--- config.mk ---
export PLATFORM = sky130hd
export DESIGN_NAME = serial_cla_ctrl
export DESIGN_NICKNAME = d
export VERILOG_FILES = /design/src/rtl/serial_cla_ctrl_pkg.sv /design/src/rtl/serial_cla_ctrl_pgu_su.sv /design/src/rtl/serial_cla_ctrl.sv
export SDC_FILE = /design/constraint.sdc
export NUM_CORES = 1
export LEC_CHECK = 0
export ABC_AREA = 1
export CAP_MARGIN = 0
export CORE_UTILIZATION = 50
export CTS_CLUSTER_SIZE = 16
export DETAILED_ROUTE_END_ITERATION = 16
export MAX_ROUTING_LAYER = met4
export PLACE_DENSITY = 0.79
export SETUP_SLACK_MARGIN = 0.5
export SLEW_MARGIN = 0
export SYNTH_ARGS = -nofsm -noshare
export SYNTH_HDL_FRONTEND = slang
export SYNTH_HIERARCHICAL = 1
export SYNTH_SLANG_ARGS = --single-unit
--- constraint.sdc ---
create_clock -name clk -period 4.6 [get_ports clk]
set_clock_uncertainty 0.2 [all_clocks]
set_input_delay 0.92 -clock clk [delete_from_list [all_inputs] [get_ports clk]]
set_output_delay 0.92 -clock clk [all_outputs]
set_load 0.005 [all_outputs]
--- src/rtl/serial_cla_ctrl_pkg.sv ---
// Shared definitions for the bit-serial adder controller: FSM encodings and default operand width.
package serial_cla_ctrl_pkg;

    typedef enum logic [1:0] {
        ST_IDLE = 2'd0,
        ST_RUN  = 2'd1,
        ST_DONE = 2'd2
    } state_t;

    localparam int DEFAULT_WIDTH = 8;

endpackage

--- src/rtl/serial_cla_ctrl_pgu_su.sv ---
// Single-bit propagate/generate/sum cell shared by the serial sequencer.
module pgu_su (
    input  logic a,
    input  logic b,
    input  logic cin,
    output logic p,
    output logic g,
    output logic s,
    output logic cout
);

    assign p    = a ^ b;
    assign g    = a & b;
    assign s    = p ^ cin;
    assign cout = g | (p & cin);

endmodule

--- src/rtl/serial_cla_ctrl.sv ---
// Bit-serial adder sequencer: walks one pgu_su cell over WIDTH bits, LSB first, and
// assembles sum, carry-out and the group propagate/generate terms.
//
// state   | meaning
// --------+-------------------------------------------------------------
// ST_IDLE | waiting for start; operands captured on the start edge
// ST_RUN  | one bit per clock through the cell, idx 0..WIDTH-1
// ST_DONE | one-cycle done pulse, then back to ST_IDLE
module serial_cla_ctrl
    import serial_cla_ctrl_pkg::*;
#(
    parameter int WIDTH = DEFAULT_WIDTH
) (
    input  logic             clk,
    input  logic             rst,
    input  logic             start,
    input  logic [WIDTH-1:0] a_in,
    input  logic [WIDTH-1:0] b_in,
    input  logic             cin_in,
    output logic             busy,
    output logic             done,
    output logic [WIDTH-1:0] sum,
    output logic             cout,
    output logic             grp_p,
    output logic             grp_g
);

    localparam int IDXW = $clog2(WIDTH);
    localparam logic [IDXW-1:0] IDX_LAST = IDXW'(WIDTH - 1);

    state_t           state_q, state_d;
    logic [IDXW-1:0]  idx_q, idx_d;
    logic [WIDTH-1:0] a_sh_q, a_sh_d;
    logic [WIDTH-1:0] b_sh_q, b_sh_d;
    logic [WIDTH-1:0] work_q, work_d;
    logic             carry_q, carry_d;
    logic             p_acc_q, p_acc_d;
    logic             g_acc_q, g_acc_d;
    logic [WIDTH-1:0] sum_q, sum_d;
    logic             cout_q, cout_d;
    logic             grp_p_q, grp_p_d;
    logic             grp_g_q, grp_g_d;
    logic             busy_q, busy_d;
    logic             done_q, done_d;

    logic cell_p, cell_g, cell_s, cell_c;

    // Operand shift registers present the current bit pair at position 0.
    pgu_su u_cell (
        .a    (a_sh_q[0]),
        .b    (b_sh_q[0]),
        .cin  (carry_q),
        .p    (cell_p),
        .g    (cell_g),
        .s    (cell_s),
        .cout (cell_c)
    );

    always_comb begin
        state_d = state_q;
        idx_d   = idx_q;
        a_sh_d  = a_sh_q;
        b_sh_d  = b_sh_q;
        work_d  = work_q;
        carry_d = carry_q;
        p_acc_d = p_acc_q;
        g_acc_d = g_acc_q;
        sum_d   = sum_q;
        cout_d  = cout_q;
        grp_p_d = grp_p_q;
        grp_g_d = grp_g_q;
        busy_d  = busy_q;
        done_d  = 1'b0;

        case (state_q)
            ST_IDLE: begin
                busy_d = 1'b0;
                if (start) begin
                    a_sh_d  = a_in;
                    b_sh_d  = b_in;
                    carry_d = cin_in;
                    idx_d   = '0;
                    p_acc_d = 1'b1;
                    g_acc_d = 1'b0;
                    work_d  = '0;
                    busy_d  = 1'b1;
                    state_d = ST_RUN;
                end
            end
            ST_RUN: begin
                work_d[idx_q] = cell_s;
                carry_d       = cell_c;
                p_acc_d       = p_acc_q & cell_p;
                g_acc_d       = cell_g | (cell_p & g_acc_q);
                a_sh_d        = a_sh_q >> 1;
                b_sh_d        = b_sh_q >> 1;
                if (idx_q == IDX_LAST) begin
                    // Results are published from the freshly updated values on the last bit.
                    sum_d   = work_d;
                    cout_d  = cell_c;
                    grp_p_d = p_acc_d;
                    grp_g_d = g_acc_d;
                    busy_d  = 1'b0;
                    done_d  = 1'b1;
                    state_d = ST_DONE;
                end else begin
                    idx_d = idx_q + IDXW'(1);
                end
            end
            ST_DONE: begin
                busy_d  = 1'b0;
                state_d = ST_IDLE;
            end
            default: begin
                busy_d  = 1'b0;
                state_d = ST_IDLE;
            end
        endcase
    end

    always_ff @(posedge clk) begin
        if (rst) begin
            state_q <= ST_IDLE;
            idx_q   <= '0;
            a_sh_q  <= '0;
            b_sh_q  <= '0;
            work_q  <= '0;
            carry_q <= 1'b0;
            p_acc_q <= 1'b0;
            g_acc_q <= 1'b0;
            sum_q   <= '0;
            cout_q  <= 1'b0;
            grp_p_q <= 1'b0;
            grp_g_q <= 1'b0;
            busy_q  <= 1'b0;
            done_q  <= 1'b0;
        end else begin
            state_q <= state_d;
            idx_q   <= idx_d;
            a_sh_q  <= a_sh_d;
            b_sh_q  <= b_sh_d;
            work_q  <= work_d;
            carry_q <= carry_d;
            p_acc_q <= p_acc_d;
            g_acc_q <= g_acc_d;
            sum_q   <= sum_d;
            cout_q  <= cout_d;
            grp_p_q <= grp_p_d;
            grp_g_q <= grp_g_d;
            busy_q  <= busy_d;
            done_q  <= done_d;
        end
    end

    assign busy  = busy_q;
    assign done  = done_q;
    assign sum   = sum_q;
    assign cout  = cout_q;
    assign grp_p = grp_p_q;
    assign grp_g = grp_g_q;

endmodule

After elaboration in Yosys (flattened, before gate mapping)
Index checks and enable logic that the tools add are counted.
Cells by class
  add/sub/neg operators: 1
  order comparisons: 2
  equal/unequal tests: 5
  multiplexer cells: 25
  bitwise gates (word level): 9
  reductions and logical operators: 8
Operator list (count)
  8-bit one-hot mux with 2 select lines: 3
  8-bit two-way mux: 3
  8-bit bitwise mux: 1
  1-bit one-hot mux with 2 select lines: 4
  1-bit two-way mux: 7
  3-bit two-way mux: 2
  2-bit != test, second input constant: 3
  3-bit one-hot mux with 2 select lines: 1
  2-bit AND reduction: 3
  1-bit bitwise AND: 4
  3-bit by 4-bit less-than comparator with 1-bit output, second input constant: 1
  2-bit two-way mux: 2
  2-bit one-hot mux with 2 select lines: 1
  3-bit by 1-bit adder with 3-bit output, second input constant: 1
  1-bit demux with 3-bit select: 1
  3-bit == test, second input constant: 1
  3-bit by 1-bit >= comparator with 1-bit output, second input constant: 1
  3-bit AND reduction: 1
  2-bit by 1-bit == test with 1-bit output, second input constant: 1
  2-bit zero test: 1
  1-bit OR: 2
  2-bit nonzero test: 1
  2-bit OR reduction: 1
  1-bit XOR: 2
  other kinds (2): 2
Word-level totals
  bits in registers: 45
  input port bits: 20
  output and inout bits: 13
  logic and storage cells: 64

Longest topological paths before layout
Gate-level depths: netlist of the first run.
  depth in word-level cells: 6
  gate-level depth with buffers: 8
  mapped depth without buffers: 8

Modules after synthesis
The synthesis of the first run kept the hierarchy.
By module, submodules not included
  serial_cla_ctrl: instances 1, cells an instance 313, area each 2147.1 um2, seq. area each 900.9 um2
  pgu_su: instances 1, cells an instance 2, area each 32.5 um2, seq. area each 0.0 um2

Worst setup path after synthesis of the first run
Ideal clock, no wire load.
  kind: input to register
  start: input port start
  end: register b_sh_q[0]
  library setup time: 0.070 ns
  arrival: 1.474 ns
  data required time: 4.330 ns
  setup slack: 2.856 ns
  stages: 6
  buffers on the path: 1
  cells stage by stage: nand2_1 -> nand2_4 -> inv_4 -> buf_6 -> nand2_1 -> a21oi_1
On the way
  longest elaborated chain between the ends: 2
Ends and longest elaborated chain
  start, declared: RTL line serial_cla_ctrl.sv:16  | input logic start,
  2-bit != test (no source line)
  2-bit AND reduction (no source line)
  end signal, assigned: RTL line serial_cla_ctrl.sv:141  | b_sh_q <= b_sh_d;
  end, declared: RTL line serial_cla_ctrl.sv:34  | logic [WIDTH-1:0] b_sh_q, b_sh_d;
Every way passes these cells.
A chain may end at the register's enable or synchronous reset.

Final worst setup path of the first run
  start: register sum_q[7], in the netlist sum[7]
  end: output port sum[7]
RTL lines
  start, declared: RTL line serial_cla_ctrl.sv:39  | logic [WIDTH-1:0] sum_q, sum_d;
  start signal, assigned: RTL line serial_cla_ctrl.sv:146  | sum_q <= sum_d;
  end, declared: RTL line serial_cla_ctrl.sv:22  | output logic [WIDTH-1:0] sum,
No word-level cell between the ends.

==> out/results.txt, run 1 <==
Stages on the worst setup path: 1
Multi-input logic area: 978.4 um2
First-pass GRT wire length: 7251 um
Peak supply drop: 176.0 uV
Biggest cell delay along the critical path: 0.50 ns
#FFs+latches synth: 45
Distinct cells, synth: 26
Avg Cell Area, Syn: 6.919 um2
1st-iter DRT viols: 124
Drt drc: 0
Critical path startpoint: sum[7]$_SDFFE_PP0P_
Pin count of the biggest net entering global routing: 33
H-tree depth: 2
Total Wirelength: 4247 um
CP startpoint kind: register
Max Slew Vio Count: 0
Horiz. Die Dim: 68.03 um
Crit path max-delay cell type: clkdlybuf4s50_1
Top-Level Pins: 33
Setup crit end kind: output pin
Setup TNS: 0 ns
Reg2Reg Setup Slack: 2.65 ns
Vias in the first global route: 1750
Area Overhead vs Synth: 19.63%
CTS Hold Bufs: 0
RR Endpoint: cout$_SDFFE_PP0P_
Pwr/cell area: 332.0 nW/um2
Vias per cell: 4.972
Most frequent cells in the layout: nand2_1, inv_1, dfxtp_1, clkdlybuf4s50_1, nand3_1
Normalized max-slew margin: 0.6921
Leading cell type in the layout, fill and taps excluded: nand2_1
Fmax achieved: 440.1 MHz
Clock Tree Buf Depth: 2
Leakage: 1.175 nW
Worst skew pair latency: 0.30 ns
Clock tree from TritonCTS: built
Hpwl dp: 2838 um
Worst Setup EP: sum[7]
CTS sink cnt: 45
Gr usage total: 0.2148
Final hold vios: 0
Mapped cell area: 2180 um2
Yosys Warn Count: 6
Placement Cell Area: 2474 um2
Setup violators final: 0
Buffers and inverters on the worst path: 1
WP data required: 3.48 ns
Period Utilization, post-route: 0.4940
Sequential area share after synthesis: 0.4133
Total CTS buffers: 5
Tightest Pin Transition: 0.4602 ns
Setup bufs post-CTS: 0
RSZ-0062 raised after global routing: no
Clock root cell: clkbuf_8
Antenna violations before repair: 0
Layout cells sized above 1: 0.05556
Crit-path cells: clkdlybuf4s50_1
Min Tclk post-route: 2.272 ns
Count of cells resized by post-cts repair: 0
Initial core utilization: 0.5334
Critical path class: register to output pin
Register area: 900.9 um2
DRT antenna net count: 0
Ant diodes: 0
Fillers: 402
Row count: 23
Syn nets: 339
Worst reg2reg path depth: 6
Critical path peak fanout: 2
Die area: 4627 um2
# port buffers: 32
Reg clk slew, reported paths: 0.08 ns
Die height: 68.03 um
Total grt overflow: 0
Layout Nets: 365
Fin area: 2608 um2
Core ar.: 4086 um2
Critical register-to-register path startpoint: idx_q[1]$_SDFFE_PP0P_
Leading area contributor after synthesis: dfxtp_1
Hold Path Class: register to register
Max-cap violations: 0
Post-synth top area share: 0.4133
Pre-antenna DRT Iters: 4
Final core occ: 0.6381
WP data arrival: 1.15 ns
CP top delay family: buffers and inverters
Outcome: finished clean
Tot Pwr: 0.8658 mW
Synth top area cells: dfxtp_1, nand2_1, inv_1
RePlAce Congestion: 0.7657
Gate Count Post-Synth: 315
Wire per inst: 10.83 um
Vias: 1949
tightest hold or removal path, cell delays in order, from the launching register on:
cell	delay (ns)
dfxtp_1	0.31
nand2_1	0.06
a21oi_1	0.05
metal layers:
metal  vias up  track usage  routed length [um]
met5         -            -                   0
met1       884       0.2543                2107
li1       1026            -                   -
met2        33       0.3480                1887
met3         6      0.06000                 205
met4         0      0.07292                  46
cells in the mapped netlist (all sizes together):
library cell and n:
a21o 1, a21oi 30, buf 13, clkbuf 1
clkinv 2, dfxtp 45, fa 1, ha 3
inv 51, nand2 106, nand3 30, nand4 6
nor2 12, o21a 8, o21ai 6
cell type report:
type | count | area share
tap | 50 | 0.02399
multi-input combinational | 203 | 0.3752
clock inverter | 3 | 0.02495
sequential | 45 | 0.3455
clock buffer | 5 | 0.02639
timing repair buffer | 33 | 0.1257
inverter | 53 | 0.07822
state kept, by name, indices dropped and copies added (netlist names):
register and cells:
a_sh_q 8, b_sh_q 8, sum 8, work_q 8, idx_q 3, state_q 2
busy 1, carry_q 1, cout 1, done 1, g_acc_q 1, grp_g 1
grp_p 1, p_acc_q 1
how the worst min path moves through the flow:
stage | from | end | slack, ns | cells after the start
floorplan | a_sh_q[7]$_SDFFE_PP0P_ | a_sh_q[7]$_SDFFE_PP0P_ | 0.24 | 2
global placement | a_sh_q[7]$_SDFFE_PP0P_ | a_sh_q[7]$_SDFFE_PP0P_ | 0.25 | 2
detailed placement | a_sh_q[7]$_SDFFE_PP0P_ | a_sh_q[7]$_SDFFE_PP0P_ | 0.25 | 2
CTS | b_sh_q[7]$_SDFFE_PP0P_ | b_sh_q[7]$_SDFFE_PP0P_ | 0.27 | 2
global route | work_q[2]$_SDFFE_PP0P_ | work_q[2]$_SDFFE_PP0P_ | 0.28 | 2
finish | b_sh_q[7]$_SDFFE_PP0P_ | b_sh_q[7]$_SDFFE_PP0P_ | 0.27 | 2
kinds of logic (layout without fill, tap and decap cells):
| kind of cell | Yosys count | count (layout) | share of synthesized area |
|---|---|---|---|
| AO/OA/AOI/OAI | 45 | 45 | 0.1154 |
| adder cells (fa/ha/maj) | 4 | 4 | 0.02641 |
| buffers and inverters | 67 | 94 | 0.1378 |
| flip-flops | 45 | 45 | 0.4133 |
| AND/OR/NAND/NOR | 154 | 154 | 0.3071 |
per-stage QoR:
step / cells / worst slack [ns] / hold slack, ns
3_3_place_gp: 384 / 2.046 / 0.2501
2_1_floorplan: 315 / 2.856 / 0.2390
6_report: 392 / 2.328 / 0.2669
5_1_grt: 392 / 2.222 / 0.2805
4_1_cts: 392 / 2.323 / 0.2675
3_5_place_dp: 384 / 2.045 / 0.2546
where the power goes:
group | switching, mW | internal [mW]
combinational | 0.0607 | 0.0403
sequential | 0.0115 | 0.405
clock | 0.133 | 0.216
total | 0.205 | 0.661
Power figures use the tool's default switching activity.
==> run 2, diff against run 1 <==
==> constraint.sdc (replaced) <==
create_clock -name clk -period 2.1 [get_ports clk]
set_clock_uncertainty 0.2 [all_clocks]
set_input_delay 0.42 -clock clk [delete_from_list [all_inputs] [get_ports clk]]
set_output_delay 0.42 -clock clk [all_outputs]
set_load 0.005 [all_outputs]
==> out/results.txt, run 2 (synthesis gave the netlist of run 1 again) <==
Pre-antenna DRT Iters: 4 (unchanged)
Core ar.: 4086 um2 (unchanged)
CP startpoint kind: register
Fin cells: 398 (+1.5%)
Clock Tree Buf Depth: 2 (unchanged)
Layout Nets: 371 (+1.6%)
Die area: 4627 um2 (unchanged)
First-pass GRT wire length: 7631 um (+5.2%)
Busiest grt layer: met2
Worst Min Path Start: busy$_SDFFE_PP0P_
CTS Hold Bufs: 0 (unchanged)
Placed Instances: 388 (+1.0%)
Top-Level Pins: 33 (unchanged)
H-tree depth: 2 (unchanged)
Antenna violations before repair: 0 (unchanged)
Clock tree from TritonCTS: built
Area Overhead vs Synth: 23.02%
Final core occ: 0.6562 (+0.01806)
Critical path peak fanout: 4 (+2)
Max Slew Vio Count: 0 (unchanged)
1st-iter DRT viols: 144 (+16%)
Max-cap violations: 0 (unchanged)
Setup crit end kind: register
Initial core utilization: 0.5334 (unchanged)
GRT met1 Usage: 0.2945 (+0.04014)
CTS sink cnt: 45 (unchanged)
Final worst setup slack: 0.4653 ns (-1.862 ns)
Worst reg2reg path depth: 7 (+1)
Leading cell type in the layout, fill and taps excluded: nand2_1
Met3 Track Usage GR: 0.05500 (-0.005000)
Hold EP: busy$_SDFFE_PP0P_
Total CTS buffers: 5 (unchanged)
Tot Pwr: 1.704 mW (+97%)
# port buffers: 32 (unchanged)
Pin count of the biggest net entering global routing: 32 (-3.0%)
Hold Path Class: register to register
Min Tclk post-route: 1.635 ns
Peak supply drop: 410.9 uV (+130%)
WP data required: 2.11 ns (-1.37 ns)
RSZ-0062 raised after global routing: yes
RR Endpoint: sum[2]$_SDFFE_PP0P_
Setup bufs post-CTS: 0 (unchanged)
Most frequent cells in the layout: nand2_1, inv_1, dfxtp_1, nand3_1, a21oi_1
Critical path class: register to register
Normalized max-slew margin: 0.7305 (+0.03843)
Critical path startpoint: a_sh_q[0]$_SDFFE_PP0P_
Final hold vios: 0 (unchanged)
Layout cells sized above 1: 0.1293 (+0.07375)
Fmax achieved: 611.7 MHz
DRT antenna net count: 0 (unchanged)
Reg clk slew, reported paths: 0.08 ns (about the same)
Die height: 68.03 um (unchanged)
Hold depth: 1 (-1)
Reg2Reg Setup Slack: 0.47 ns (-2.18 ns)
Horiz. Die Dim: 68.03 um (unchanged)
Total grt overflow: 0 (unchanged)
Hpwl dp: 3001 um (+5.7%)
Drt drc: 0 (unchanged)
Period Utilization, post-route: 0.7784
Met2 usage: 0.3444 (-0.003676)
RePlAce Congestion: 0.7455 (-2.6%)
Pwr/cell area: 635.4 nW/um2 (+91%)
Vias: 1978 (+1.5%)
Worst skew pair latency: 0.31 ns (about the same)
Clock root cell: clkbuf_8
Fillers: 359 (-11%)
Row count: 23 (unchanged)
Setup violators final: 0 (unchanged)
Ant diodes: 0 (unchanged)
Vias per cell: 4.970 (about the same)
Gr usage total: 0.2293 (+0.01448)
WP data arrival: 1.65 ns (+0.50 ns)
Setup TNS: 0 ns (unchanged)
Setup WS pre-CTS: 0.2305 ns (-1.814 ns)
Total Wirelength: 4806 um (+13%)
Tightest Pin Transition: 0.4027 ns (-0.05743 ns)
Vias in the first global route: 1755 (+0.29%)
Multi-input logic area: 1041 um2 (+6.4%)
Leakage: 1.258 nW (+7.0%)
Critical register-to-register path startpoint: a_sh_q[0]$_SDFFE_PP0P_
Outcome: finished clean
Wire per inst: 12.08 um (+11%)
Register area: 918.4 um2 (+1.9%)
[run 2: metal layers]
| layer | vias up | routed length (um) |
|---|---|---|
| met5 | - | 0 |
| li1 | 1047 | - |
| met2 | 55 | 2183 |
| met3 | 7 | 298 |
| met1 | 869 | 2257 |
| met4 | 0 | 67 |
[run 2: final cells by class]
type | instances | area share
multi-input cells | 204 | 0.3882
flip-flops and latches | 45 | 0.3425
repair buffers | 37 | 0.1321
inverters | 53 | 0.08166
clock buffers | 8 | 0.02986
well taps | 50 | 0.02333
repair inverters | 1 | 0.002333
[run 2: stage by stage]
stage	cell area (um2)	hold WS (ns)
2_1_floorplan	2180	0.2390
3_3_place_gp	2516	0.2499
3_5_place_dp	2516	0.2550
4_1_cts	2618	0.2687
5_1_grt	2681	0.2847
6_report	2681	0.2629
[run 2: critical path, cell delays in order (launching register included)]
cell	delay, ns
dfxtp_4	0.36
fa_2	0.52
inv_4	0.12
nand4_1	0.11
nand2_1	0.09
nand2_1	0.05
nand2_1	0.06
inv_1	0.04
[run 2: what timing repair did]
action | CTS | global route
pin swaps | 21 | 10
setup endpoints to repair | 32 | 24
hold endpoints to repair | 0 | 0
cloned | 1 | 1
resized for setup | 31 | 16
[run 2: how the worst max path moves through the flow]
stage                                   to  cells after the start  slack, ns
global route           sum[3]$_SDFFE_PP0P_                      7       0.37
CTS                 work_q[6]$_SDFFE_PP0P_                      5       0.43
global placement    b_sh_q[6]$_SDFFE_PP0P_                      7       0.26
finish                 sum[2]$_SDFFE_PP0P_                      7       0.47
floorplan           work_q[2]$_SDFFE_PP0P_                      5       0.50
detailed placement  b_sh_q[5]$_SDFFE_PP0P_                      7       0.23
[run 2: where the power goes]
| part | total (mW) | leakage (nW) | switching, mW | internal, mW |
|---|---|---|---|---|
| Combinational | 0.274 | 0.845 | 0.163 | 0.110 |
| Sequential | 0.907 | 0.373 | 0.0207 | 0.887 |
| Clock | 0.522 | 0.0395 | 0.286 | 0.237 |
==> run 3, diff against run 2 <==
--- a/config.mk
+++ b/config.mk
@@ -7,7 +7,7 @@
 export LEC_CHECK = 0
 export ABC_AREA = 1
 export CAP_MARGIN = 0
-export CORE_UTILIZATION = 50
+export CORE_UTILIZATION = 48
 export CTS_CLUSTER_SIZE = 16
 export DETAILED_ROUTE_END_ITERATION = 16
 export MAX_ROUTING_LAYER = met4
==> constraint.sdc (replaced) <==
create_clock -name clk -period 1.33 [get_ports clk]
set_clock_uncertainty 0.2 [all_clocks]
set_input_delay 0.266 -clock clk [delete_from_list [all_inputs] [get_ports clk]]
set_output_delay 0.266 -clock clk [all_outputs]
set_load 0.005 [all_outputs]
==> out/results.txt, run 3 (synthesis gave the netlist of run 1 again) <==
Normalized max-slew margin: 0.7720 (+0.04144)
Leading cell type in the layout, fill and taps excluded: nand2_1
Outcome: complete, but fails checks
Fmax achieved: 587.7 MHz (-3.9%)
WP data arrival: 1.73 ns (+0.08 ns)
H-tree depth: 2 (unchanged)
Setup violators final: 32 (+32)
Period Utilization, post-route: 1.279 (+0.5010)
Critical path peak fanout: 4 (unchanged)
Most frequent cells in the layout: nand2_1, inv_1, dfxtp_1, a21oi_2, clkdlybuf4s50_1
Tightest Pin Transition: 0.3408 ns (-0.06194 ns)
Wire per inst: 13.39 um (+11%)
First-pass GRT wire length: 8818 um (+16%)
Die height: 69.39 um (+2.0%)
Initial core utilization: 0.5006 (-0.03280)
Clock Tree Buf Depth: 2 (unchanged)
Fin area: 3249 um2 (+21%)
Row count: 24 (+4.3%)
Area Overhead vs Synth: 49.08%
Worst skew pair latency: 0.30 ns (about the same)
CTS sink cnt: 45 (unchanged)
Failing checks: negative setup slack
Hold slack: 0.2631 ns (+0.0002790 ns)
Pre-antenna DRT Iters: 4 (unchanged)
Total Wirelength: 5639 um (+17%)
Ant diodes: 0 (unchanged)
Hold Path Class: register to register
WP data required: 1.36 ns (-0.75 ns)
Final hold vios: 0 (unchanged)
Setup TNS: -5.262 ns (-5.262 ns)
Setup crit end kind: register
Vias: 2162 (+9.3%)
Core ar.: 4354 um2 (+6.6%)
Layout Nets: 393 (+5.9%)
Total CTS buffers: 5 (unchanged)
RSZ-0062 raised after global routing: yes
Horiz. Die Dim: 69.39 um (+2.0%)
Total grt overflow: 0 (unchanged)
Reg clk slew, reported paths: 0.08 ns (about the same)
Clock tree from TritonCTS: built
Vias in the first global route: 1999 (+14%)
Placement Cell Area: 2763 um2 (+9.8%)
Top-Level Pins: 33 (unchanged)
Pwr/cell area: 902.3 nW/um2 (+42%)
Final worst setup slack: -0.3717 ns (-0.8370 ns)
Max-cap violations: 0 (unchanged)
CTS Hold Bufs: 0 (unchanged)
1st-iter DRT viols: 151 (+4.9%)
DRT antenna net count: 0 (unchanged)
Antenna violations before repair: 0 (unchanged)
Fin cells: 421 (+5.8%)
Gr usage total: 0.2351 (+0.005843)
Hpwl dp: 3178 um (+5.9%)
CP startpoint kind: register
Drt drc: 0 (unchanged)
Clock root cell: clkbuf_8
Min Tclk post-route: 1.702 ns (+0.06697 ns)
Vias per cell: 5.135 (+3.3%)
Setup WS pre-CTS: -0.2976 ns (-0.5281 ns)
Critical path class: register to register
Tot Pwr: 2.932 mW (+72%)
# port buffers: 32 (unchanged)
Final core occ: 0.7463 (+0.09011)
Leakage: 1.457 nW (+16%)
Max Slew Vio Count: 0 (unchanged)
Placed Instances: 403 (+3.9%)
Die area: 4814 um2 (+4.0%)
Layout cells sized above 1: 0.3550 (+0.2257)
RePlAce Congestion: 0.7664 (+2.8%)
Pin count of the biggest net entering global routing: 27 (-16%)
Fillers: 300 (-16%)
Peak supply drop: 533.4 uV (+30%)
[run 3: changes by cell type in the layout (fill, tap and decap cells not counted), moves of 9 or more]
cell | before | now
a21oi_1 | 26 | 13
buf_4 | 4 | 13
a21oi_2 | 4 | 17
buf_2 | 0 | 11
nand3_1 | 27 | 15
dlygate4sd2_1 | 13 | 2
[run 3: power breakdown]
group / switching [mW] / total (mW) / internal (mW) / leakage, nW
combinational: 0.345 / 0.625 / 0.280 / 1.04
clock: 0.456 / 0.869 / 0.413 / 0.0443
sequential: 0.0390 / 1.44 / 1.40 / 0.376
total: 0.840 / 2.93 / 2.09 / 1.46
[run 3: timing repair]
| action | 4_1_cts | 5_1_grt |
|---|---|---|
| gates cloned | 1 | 2 |
| buffers inserted | 6 | 2 |
| hold endpoints to repair | 0 | 0 |
| resized for setup | 98 | 36 |
| setup endpoints to repair | 58 | 58 |
| pin swaps | 8 | 25 |
[run 3: worst paths after layout]
path	start	to	slack, ns	cells after the start
worst max-delay path	carry_q$_SDFFE_PP0P_	work_q[0]$_SDFFE_PP0P_	-0.37	5
worst max register to register	carry_q$_SDFFE_PP0P_	work_q[0]$_SDFFE_PP0P_	-0.37	5
worst min-delay path	busy$_SDFFE_PP0P_	busy$_SDFFE_PP0P_	0.26	1
worst min register to register	busy$_SDFFE_PP0P_	busy$_SDFFE_PP0P_	0.26	1
[run 3: metal layers]
metal,global-route usage,wire (um)
met1,0.2961,2507
met2,0.3743,2824
met4,0.07937,71
met5,-,0
met3,0.05087,236
[run 3: worst max-delay path, cell delays in order (launching register included)]
cell,delay [ns]
dfxtp_2,0.34
fa_2,0.63
clkinvlp_4,0.14
nand3_2,0.11
nand3_2,0.08
a21oi_2,0.14
[run 3: layout make-up]
type | instances | area (um2) | area share
multi-input combinational | 203 | 1297 | 0.3993
timing repair buffer | 60 | 618.1 | 0.1902
tap | 52 | 65.06 | 0.02002
clock buffer | 7 | 86.33 | 0.02657
inverter | 53 | 242.7 | 0.07470
sequential | 45 | 932.1 | 0.2869
timing repair inverter | 1 | 7.507 | 0.002310
